==> src/rtl/xsum_rx.sv <==
// Three-link receive word cleaner: per-link DOWN/HUNT/UP lock FSM with a leaky error bucket,
// neutral-comma substitution on the registered output and saturating per-link error totals.
module xsum_rx #(
    parameter int LOCKCNT = 64,
    parameter int ERRMAX  = 4,
    parameter int LEAKLEN = 256
) (
    input  logic        clk,
    input  logic        reset,
    input  logic [47:0] rxdata,
    input  logic [5:0]  rxcharisk,
    input  logic [2:0]  rxerr,
    output logic [47:0] xdata,
    output logic [2:0]  xcomma,
    output logic [2:0]  linkup,
    output logic [47:0] errtot,
    input  logic        errclr
);

    localparam int CW = $clog2(LOCKCNT + 1);
    localparam int BW = $clog2(ERRMAX + 1);
    localparam int RW = $clog2(LEAKLEN + 1);
    localparam logic [15:0] NEUTRAL = 16'h00BC;

    typedef enum logic [1:0] {
        ST_DOWN = 2'd0,
        ST_HUNT = 2'd1,
        ST_UP   = 2'd2
    } state_t;

    genvar gi;
    generate
        for (gi = 0; gi < 3; gi++) begin : g_link
            logic [15:0] word;
            logic [1:0]  isk;
            logic        is_comma;
            logic        is_good;
            logic        is_error;

            state_t      state_q, state_d;
            logic [CW-1:0] cnt_q, cnt_d;
            logic [BW-1:0] bkt_q, bkt_d;
            logic [RW-1:0] run_q, run_d;
            logic [15:0] xdata_q, xdata_d;
            logic        xcomma_q, xcomma_d;
            logic [15:0] errtot_q, errtot_d;

            assign word     = rxdata[16*gi +: 16];
            assign isk      = rxcharisk[2*gi +: 2];
            assign is_comma = (isk == 2'b01) && (word == NEUTRAL) && !rxerr[gi];
            assign is_good  = (isk == 2'b00) && !rxerr[gi];
            assign is_error = !is_comma && !is_good;

            always_ff @(posedge clk) begin
                if (reset) begin
                    state_q  <= ST_DOWN;
                    cnt_q    <= '0;
                    bkt_q    <= '0;
                    run_q    <= '0;
                    xdata_q  <= NEUTRAL;
                    xcomma_q <= 1'b1;
                    errtot_q <= '0;
                end else begin
                    state_q  <= state_d;
                    cnt_q    <= cnt_d;
                    bkt_q    <= bkt_d;
                    run_q    <= run_d;
                    xdata_q  <= xdata_d;
                    xcomma_q <= xcomma_d;
                    errtot_q <= errtot_d;
                end
            end

            always_comb begin
                state_d = state_q;
                cnt_d   = cnt_q;
                bkt_d   = bkt_q;
                run_d   = run_q;
                case (state_q)
                    ST_DOWN: begin
                        cnt_d = '0;
                        bkt_d = '0;
                        run_d = '0;
                        if (is_comma) state_d = ST_HUNT;
                    end
                    ST_HUNT: begin
                        if (is_error) begin
                            state_d = ST_DOWN;
                            cnt_d   = '0;
                        end else if (cnt_q == CW'(LOCKCNT - 1)) begin
                            state_d = ST_UP;
                            cnt_d   = '0;
                            bkt_d   = '0;
                            run_d   = '0;
                        end else begin
                            cnt_d = cnt_q + 1'b1;
                        end
                    end
                    ST_UP: begin
                        if (is_error) begin
                            run_d = '0;
                            // Bucket would reach ERRMAX on this word: drop and clear.
                            if (bkt_q == BW'(ERRMAX - 1)) begin
                                state_d = ST_DOWN;
                                bkt_d   = '0;
                            end else begin
                                bkt_d = bkt_q + 1'b1;
                            end
                        end else if (run_q == RW'(LEAKLEN - 1)) begin
                            run_d = '0;
                            if (bkt_q != '0) bkt_d = bkt_q - 1'b1;
                        end else begin
                            run_d = run_q + 1'b1;
                        end
                    end
                    default: state_d = ST_DOWN;
                endcase
            end

            always_comb begin
                xdata_d  = NEUTRAL;
                xcomma_d = 1'b1;
                errtot_d = errtot_q;
                // Only data seen while already UP passes; the lock-completing word stays neutral.
                if ((state_q == ST_UP) && is_good) begin
                    xdata_d  = word;
                    xcomma_d = 1'b0;
                end
                if (errclr)
                    errtot_d = '0;
                else if (is_error && (errtot_q != 16'hFFFF))
                    errtot_d = errtot_q + 16'd1;
            end

            assign xdata[16*gi +: 16]  = xdata_q;
            assign xcomma[gi]          = xcomma_q;
            assign linkup[gi]          = (state_q == ST_UP);
            assign errtot[16*gi +: 16] = errtot_q;
        end
    endgenerate

endmodule

==> config.mk <==
export PLATFORM = sky130hd
export DESIGN_NAME = xsum_rx
export DESIGN_NICKNAME = d
export VERILOG_FILES = /design/src/rtl/xsum_rx.sv
export SDC_FILE = /design/constraint.sdc
export NUM_CORES = 1
export LEC_CHECK = 0
export ABC_AREA = 1
export BUFFER_PORTS_ARGS = -buffer_cell sky130_fd_sc_hd__buf_2
export CAP_MARGIN = 10
export CELL_PAD_IN_SITES_DETAIL_PLACEMENT = 1
export CELL_PAD_IN_SITES_GLOBAL_PLACEMENT = 1
export CORE_ASPECT_RATIO = 0.75
export CORE_MARGIN = 10
export CORE_UTILIZATION = 35
export CTS_CLUSTER_SIZE = 25
export DETAILED_ROUTE_END_ITERATION = 16
export GPL_TIMING_DRIVEN = 0
export PLACE_DENSITY = 0.75
export RECOVER_POWER = 100
export SKIP_LAST_GASP = 1
export SYNTH_ARGS = -nofsm -noshare
export SYNTH_HDL_FRONTEND = slang
export SYNTH_SLANG_ARGS = --single-unit
==> constraint.sdc <==
create_clock -name clk -period 1.5 [get_ports clk]
set_input_delay 0 -clock clk [delete_from_list [all_inputs] [get_ports clk]]
set_output_delay 0 -clock clk [all_outputs]
set_load 0.01 [all_outputs]
==> flow_summary.json, run 1 <==
{
  "synthDistinctLibCells": 44,
  "first_global_vias": 8868,
  "end_kind": "register",
  "drt-vias-per-instance": 5.12,
  "dpl.cell_count": 1520,
  "ys.flop_type": "dfxtp_1",
  "fin_skew_ns": 0.0141,
  "hold_violations": 0,
  "cts_tree": "built",
  "slowest_stage": "dfxtp_2",
  "synth-xor-area-share_pct": 4.30,
  "grt_overflow_total": 0,
  "synth_mux_area_share_pct": 0,
  "fmax_mhz": 554,
  "synth_nets": 1143,
  "p_total_mw": 9.50,
  "grt_start_max_net_pins": 19,
  "leakagePower_nw": 5.18,
  "synthMostInstantiatedCell": "nand2_1",
  "path_delay_family": "simple AND/OR/NAND/NOR gates",
  "ys_async_sr_fraction_pct": 0,
  "synth_top_family_by_area": "simple AND/OR/NAND/NOR gates",
  "wl_per_cell_um": 20.3,
  "slew_violations": 0,
  "dieArea_mm2": 0.0285,
  "synthesis.area_mm2": 0.00775,
  "max_stage_delay_ns": 0.38,
  "layout-drive-gt1-share_pct": 39.3,
  "layout.cells.non_filler": 1731,
  "netlist_instances": 1065,
  "initial_core_util_pct": 35.3,
  "netSwitchingFraction_pct": 27.6,
  "wirelength_um": 35200,
  "switchingPower_mw": 2.62,
  "path_clk_slew_ns": 0.08,
  "die_y_um": 149,
  "cp-startpoint": "g_link[2].cnt_q[0]",
  "timing.hold.ws_ns": 0.0741,
  "gp_congestion": 0.851,
  "cts.htree.levels": 4,
  "ir_drop_mv": 0.636,
  "yosysSeqAreaShare_pct": 41.9,
  "synthAdderAreaFrac_pct": 2.91,
  "grt_pass1_wl_um": 46500,
  "timing.critical_path.buf_inv": 2,
  "rsz0062_at_grt": "yes",
  "drtAntennaViolNets": 0,
  "reg2reg_from": "g_link[2].cnt_q[0]",
  "yosys.area.top_type": "dfxtp_1",
  "critical_path_class": "reg2reg",
  "grt_antenna_before_repair": 1,
  "synth_edf_count": 0,
  "core_mm2": 0.0219,
  "grtUsageTotal_pct": 20.2,
  "tightestPinTransition_ns": 0.918,
  "clk_latency_ns": 0.45,
  "setup_viol": 137,
  "dr.pass1.iters": 5,
  "num_vias": 8858,
  "yosys-top-cells-area": "dfxtp_1 42%, nand2_1 9.7%, nor2_1 7.8%, inv_1 6.4%, a21oi_1 4.7%",
  "synth_seq_cells": 162,
  "cts.path.max_buffers": 2,
  "violations": "negative setup slack",
  "min_from": "errclr",
  "cap_violations": 0,
  "cts_root_buffer": "clkbuf_16",
  "place_area_mm2": 0.00899,
  "internal-power_mw": 6.88,
  "drcViolationCount": 0,
  "drt_iter0_drc": 639,
  "slew_headroom_pct": 38.8,
  "synth.avg_cell_area_um2": 7.27,
  "status": "complete, but fails checks",
  "post-route-util_pct": 56.5,
  "cp_cell_sequence": "ha_4, nand2_4, nor2_4, nand3_4, nor2_4, inv_2, buf_4, nand3_4, nand2_1, nor2_1, nand2_1, a21oi_1",
  "p_comb_share_pct": 6.9,
  "startpoint_type": "register",
  "yosys.area_share.simple_pct": 32.4,
  "power_frac_clock_pct": 47.8,
  "clock-sinks": 162,
  "fin_ws_ns": -0.305,
  "io_pins": 162,
  "rows": 47,
  "required_ns": 1.87,
  "final_area_mm2": 0.0124,
  "dp_hpwl_um": 17600,
  "layout_min_cycle_time_ns": 1.81,
  "yosys_warnings": 0,
  "seq_power_share_pct": 45.3,
  "synth_compound_area_share_pct": 9.03,
  "die_x_um": 192,
  "synth_top_area_share_pct": 41.9,
  "final_nets": 1501,
  "power_density_mw_per_mm2": 766,
  "cp.arrival_ns": 2.18,
  "cp_max_fo": 4,
  "min_path_type": "in2reg",
  "area_growth_pct": 60.0,
  "fin_crit_sh_pct": 120,
  "numCtsBuffers": 17,
  "synth.top_cells.by_count": "200 x nand2_1, 162 x dfxtp_1, 161 x nor2_1",
  "io_buffer_count": 161
}
==> power by group through the flow <==
stage	combinational [mW]	clock [mW]	sequential, mW
after floorplan	0.164	0	4.42
after global placement	0.336	0	4.42
after detailed placement	0.346	0	4.42
after CTS	0.536	4.52	4.31
after global routing	0.703	4.76	4.30
final	0.658	4.54	4.30
==> cell type report <==
cell class                      count  area, µm²
Antenna cell                        1       2.50
Buffer                             27        228
Clock buffer                       18        439
Clock inverter                     14        148
Fill cell                        2668       9540
Inverter                          147        593
Multi-Input combinational cell    729       4900
Sequential cell                   162       3310
Tap cell                          294        368
Timing Repair Buffer              337       2380
Timing Repair inverter              2       22.5
==> what timing repair did <==
action | 4_1_cts | 5_1_grt
pin swaps | 58 | 90
gates resized for setup | 158 | 266
hold endpoints to repair | 58 | 0
endpoints found under the setup margin | 138 | 147
hold buffers | 57 | 0
cloned | 7 | 3
setup buffers | 82 | 46
==> metrics by stage <==
step           worst slack [ns]  TNS [ns]
6_report                 -0.305    -19.90
5_1_grt                  -0.400    -30.82
4_1_cts                  -0.219     -7.90
3_5_place_dp             -0.463    -30.51
3_3_place_gp             -0.397    -26.97
2_1_floorplan          -0.00852   -0.0152
==> sequential cells by signal (all words and copies together), names as in the netlist <==
| name | flops |
|---|---|
| g_link.cnt_q | 21 |
| g_link.xcomma_q | 3 |
| g_link.run_q | 27 |
| g_link.xdata_q | 48 |
| g_link.errtot_q | 48 |
| g_link.state_q | 6 |
| g_link.bkt_q | 9 |
==> tightest hold or removal path, stage by stage <==
cell	delay (ns)
buf_2	0.08
nor2_2	0.10
inv_1	0.21
nor3b_2	0.07
==> placed cells by master, fill, tap and decap left out, types with 19 or more instances in the layout <==
cell and n:
a21oi_2 42, nand2_4 33, xor2_1 24, nand2_1 127
nor2_2 19, dfxtp_1 132, nor2_1 134, nand3_1 46
clkbuf_16 19, clkbuf_1 80, nand2_2 53, dlygate4sd3_1 57
buf_2 87, nand4_1 19, inv_1 122, buf_6 30
buf_4 94, a21oi_1 37
==> routing by layer <==
layer / share of wire (%) / track usage (%)
met5: 0 / 0
met4: 2.7 / 7.01
met3: 6.2 / 4.56
met2: 51 / 35.1
met1: 40 / 23.9
==> worst paths after layout <==
path / endpoint / slack (ns) / depth (start not counted)
worst max-delay path: g_link[2].state_q[0] / -0.31 / 12
worst min-delay path: g_link[2].errtot_q[8] / 0.07 / 4
worst max register to register: g_link[2].state_q[0] / -0.31 / 12
worst min register to register: g_link[1].run_q[8] / 0.46 / 2
==> cells by family after synthesis <==
group / after synthesis
AOI/OAI and AO/OA: 129
xor gates and xnor gates: 38
adders and majority gates: 18
buffers and inverters: 175
DFF: 162
and+or+nand+nor: 543
Power figures use the tool's default switching activity.
==> inputs of run 2 (changes only) <==
--- a/config.mk
+++ b/config.mk
@@ -8,15 +8,12 @@
 export ABC_AREA = 1
 export BUFFER_PORTS_ARGS = -buffer_cell sky130_fd_sc_hd__buf_2
 export CAP_MARGIN = 10
-export CELL_PAD_IN_SITES_DETAIL_PLACEMENT = 1
-export CELL_PAD_IN_SITES_GLOBAL_PLACEMENT = 1
 export CORE_ASPECT_RATIO = 0.75
-export CORE_MARGIN = 10
 export CORE_UTILIZATION = 35
 export CTS_CLUSTER_SIZE = 25
 export DETAILED_ROUTE_END_ITERATION = 16
 export GPL_TIMING_DRIVEN = 0
-export PLACE_DENSITY = 0.75
+export PLACE_DENSITY = 0.61
 export RECOVER_POWER = 100
 export SKIP_LAST_GASP = 1
 export SYNTH_ARGS = -nofsm -noshare
==> flow_summary.json, run 2 (same netlist as run 1, synthesis figures left out) <==
{
  "final_common_cell": "nand2_1",
  "layout.cells.non_filler": 1698,
  "cap_violations": 0,
  "switchingPower_mw": 2.27,
  "io_pins": 162,
  "multiInputGateArea_mm2": 0.00483,
  "numCtsBuffers": 17,
  "die_y_um": 131,
  "drcViolationCount": 0,
  "io_buffer_count": 161,
  "rows": 46,
  "clk_latency_ns": 0.43,
  "gp_congestion": 0.865,
  "dieArea_mm2": 0.0227,
  "cts_root_buffer": "clkbuf_16",
  "rsz0062_at_grt": "yes",
  "cp_cell_sequence": "ha_4, nand2_4, nor3_4, nand2_2, nor2_4, nand2_2, nand2_4, inv_6, buf_6, nand3_4, nand2_2, a21oi_2",
  "num_antenna_cells": 0,
  "dr.pass1.iters": 5,
  "timing.hold.ws_ns": 0.0488,
  "seq_power_share_pct": 46.9,
  "cts_tree": "built",
  "slowest_stage": "dfxtp_4",
  "post-place-ws_ns": -0.281,
  "setup_viol": 71,
  "power_frac_clock_pct": 46.7,
  "die_x_um": 174,
  "fin_skew_ns": 0.00668,
  "rrSetupSlack_ns": -0.12,
  "tightestPinTransition_ns": 0.939,
  "slew_headroom_pct": 37.4,
  "netSwitchingFraction_pct": 24.8,
  "num_vias": 8033,
  "dp_hpwl_um": 14500,
  "path_clk_slew_ns": 0.07,
  "critical_path_class": "reg2reg",
  "grt_start_max_net_pins": 17,
  "initial_core_util_pct": 36.2,
  "drt_iter0_drc": 401,
  "grt_pass1_wl_um": 35800,
  "p_total_mw": 9.19,
  "p_comb_share_pct": 6.4,
  "cp_max_fo": 5,
  "dpl.cell_count": 1514,
  "crit_top_cell": "nand2_2",
  "required_ns": 1.86,
  "hold_violations": 0,
  "ir_drop_mv": 0.695,
  "tns_ns": -3.87,
  "path_delay_family": "simple AND/OR/NAND/NOR gates",
  "fmax_mhz": 616,
  "power_density_mw_per_mm2": 766,
  "wirelength_um": 23300,
  "wl_per_cell_um": 13.7,
  "clock-sinks": 162,
  "core_mm2": 0.0214,
  "max_stage_delay_ns": 0.36,
  "fin_ws_ns": -0.122,
  "timing.critical_path.buf_inv": 2,
  "startpoint_type": "register",
  "grtUsageTotal_pct": 19.5,
  "seqCellArea_mm2": 0.00331,
  "area_growth_pct": 54.9,
  "min_path_type": "in2reg",
  "fin_crit_sh_pct": 108,
  "status": "complete, but fails checks",
  "biggestRegsByFlops": "g_link.errtot_q: 48 flops, g_link.xdata_q: 48 flops, g_link.run_q: 27 flops",
  "grt_antenna_before_repair": 0,
  "layout_min_cycle_time_ns": 1.62,
  "cts.htree.levels": 4,
  "leakagePower_nw": 4.92,
  "layout-drive-gt1-share_pct": 37.8,
  "cp.arrival_ns": 1.98,
  "layout_common_cells": "135 x nand2_1, 133 x nor2_1, 128 x dfxtp_1",
  "fillers": 1947,
  "violations": "negative setup slack",
  "grt_overflow_total": 0,
  "internal-power_mw": 6.91,
  "cts.path.max_buffers": 2,
  "drtAntennaViolNets": 0,
  "drt-vias-per-instance": 4.73,
  "slew_violations": 0,
  "final_nets": 1475,
  "first_global_vias": 7386,
  "end_kind": "register"
}
run 2: repair_timing:
item / CTS / global route
endpoints found under the setup margin: 134 / 149
buffers inserted: 62 / 33
hold buffers: 53 / 0
hold endpoints to repair: 54 / 0
gates cloned: 5 / 1
resized for setup: 148 / 222
pin swaps: 55 / 73
run 2: power by group through the flow:
| stage | Sequential, mW | Combinational, mW | Clock [mW] |
|---|---|---|---|
| 6_report | 4.31 | 0.591 | 4.29 |
| 5_1_grt | 4.30 | 0.638 | 4.62 |
| 4_1_cts | 4.31 | 0.506 | 4.37 |
| 3_5_place_dp | 4.42 | 0.334 | 0 |
| 3_3_place_gp | 4.42 | 0.330 | 0 |
| 2_1_floorplan | 4.42 | 0.164 | 0 |
run 2: metrics by stage:
stage / cell area, µm² / util (%)
finish: 12000 / 56.0
detailed placement: 8980 / 42.0
CTS: 11100 / 51.8
global route: 12000 / 56.0
floorplan: 7820 / -
global placement: 8980 / 42.0
run 2: layout make-up:
| cell class | count | share of cell area [%] |
|---|---|---|
| Sequential cell | 162 | 27.6 |
| Inverter | 147 | 4.92 |
| Clock buffer | 17 | 3.55 |
| Clock inverter | 15 | 1.24 |
| Tap cell | 288 | 3.00 |
| Buffer | 28 | 1.92 |
| Multi-Input combinational cell | 728 | 40.2 |
| Timing Repair inverter | 1 | 0.0939 |
| Timing Repair Buffer | 312 | 17.4 |
run 2: worst min-delay path, delay by kind of cell:
kind / cells / cell delay, ns
simple gates: 2 / 0.37
buf+inv: 1 / 0.07
run 2: layer usage:
metal  part of all wire, %  wire length (µm)  up-vias  track usage, %
li1                      -                 -     4068               -
met1                    46             10600     3747            25.1
met2                    48             11300      182            33.2
met3                   4.2               984       36            4.17
met4                   1.7               388        0            5.62
met5                     0                 0        -               0
run 2: path summary, 6_finish.rpt:
path | to | depth (start not counted) | startpoint
setup reg to reg | g_link[0].errtot_q[2] | 12 | g_link[0].errtot_q[0]
hold / removal | g_link[2].errtot_q[2] | 3 | errclr
setup / recovery | g_link[0].errtot_q[2] | 12 | g_link[0].errtot_q[0]
hold reg to reg | g_link[2].run_q[8] | 2 | g_link[2].run_q[8]
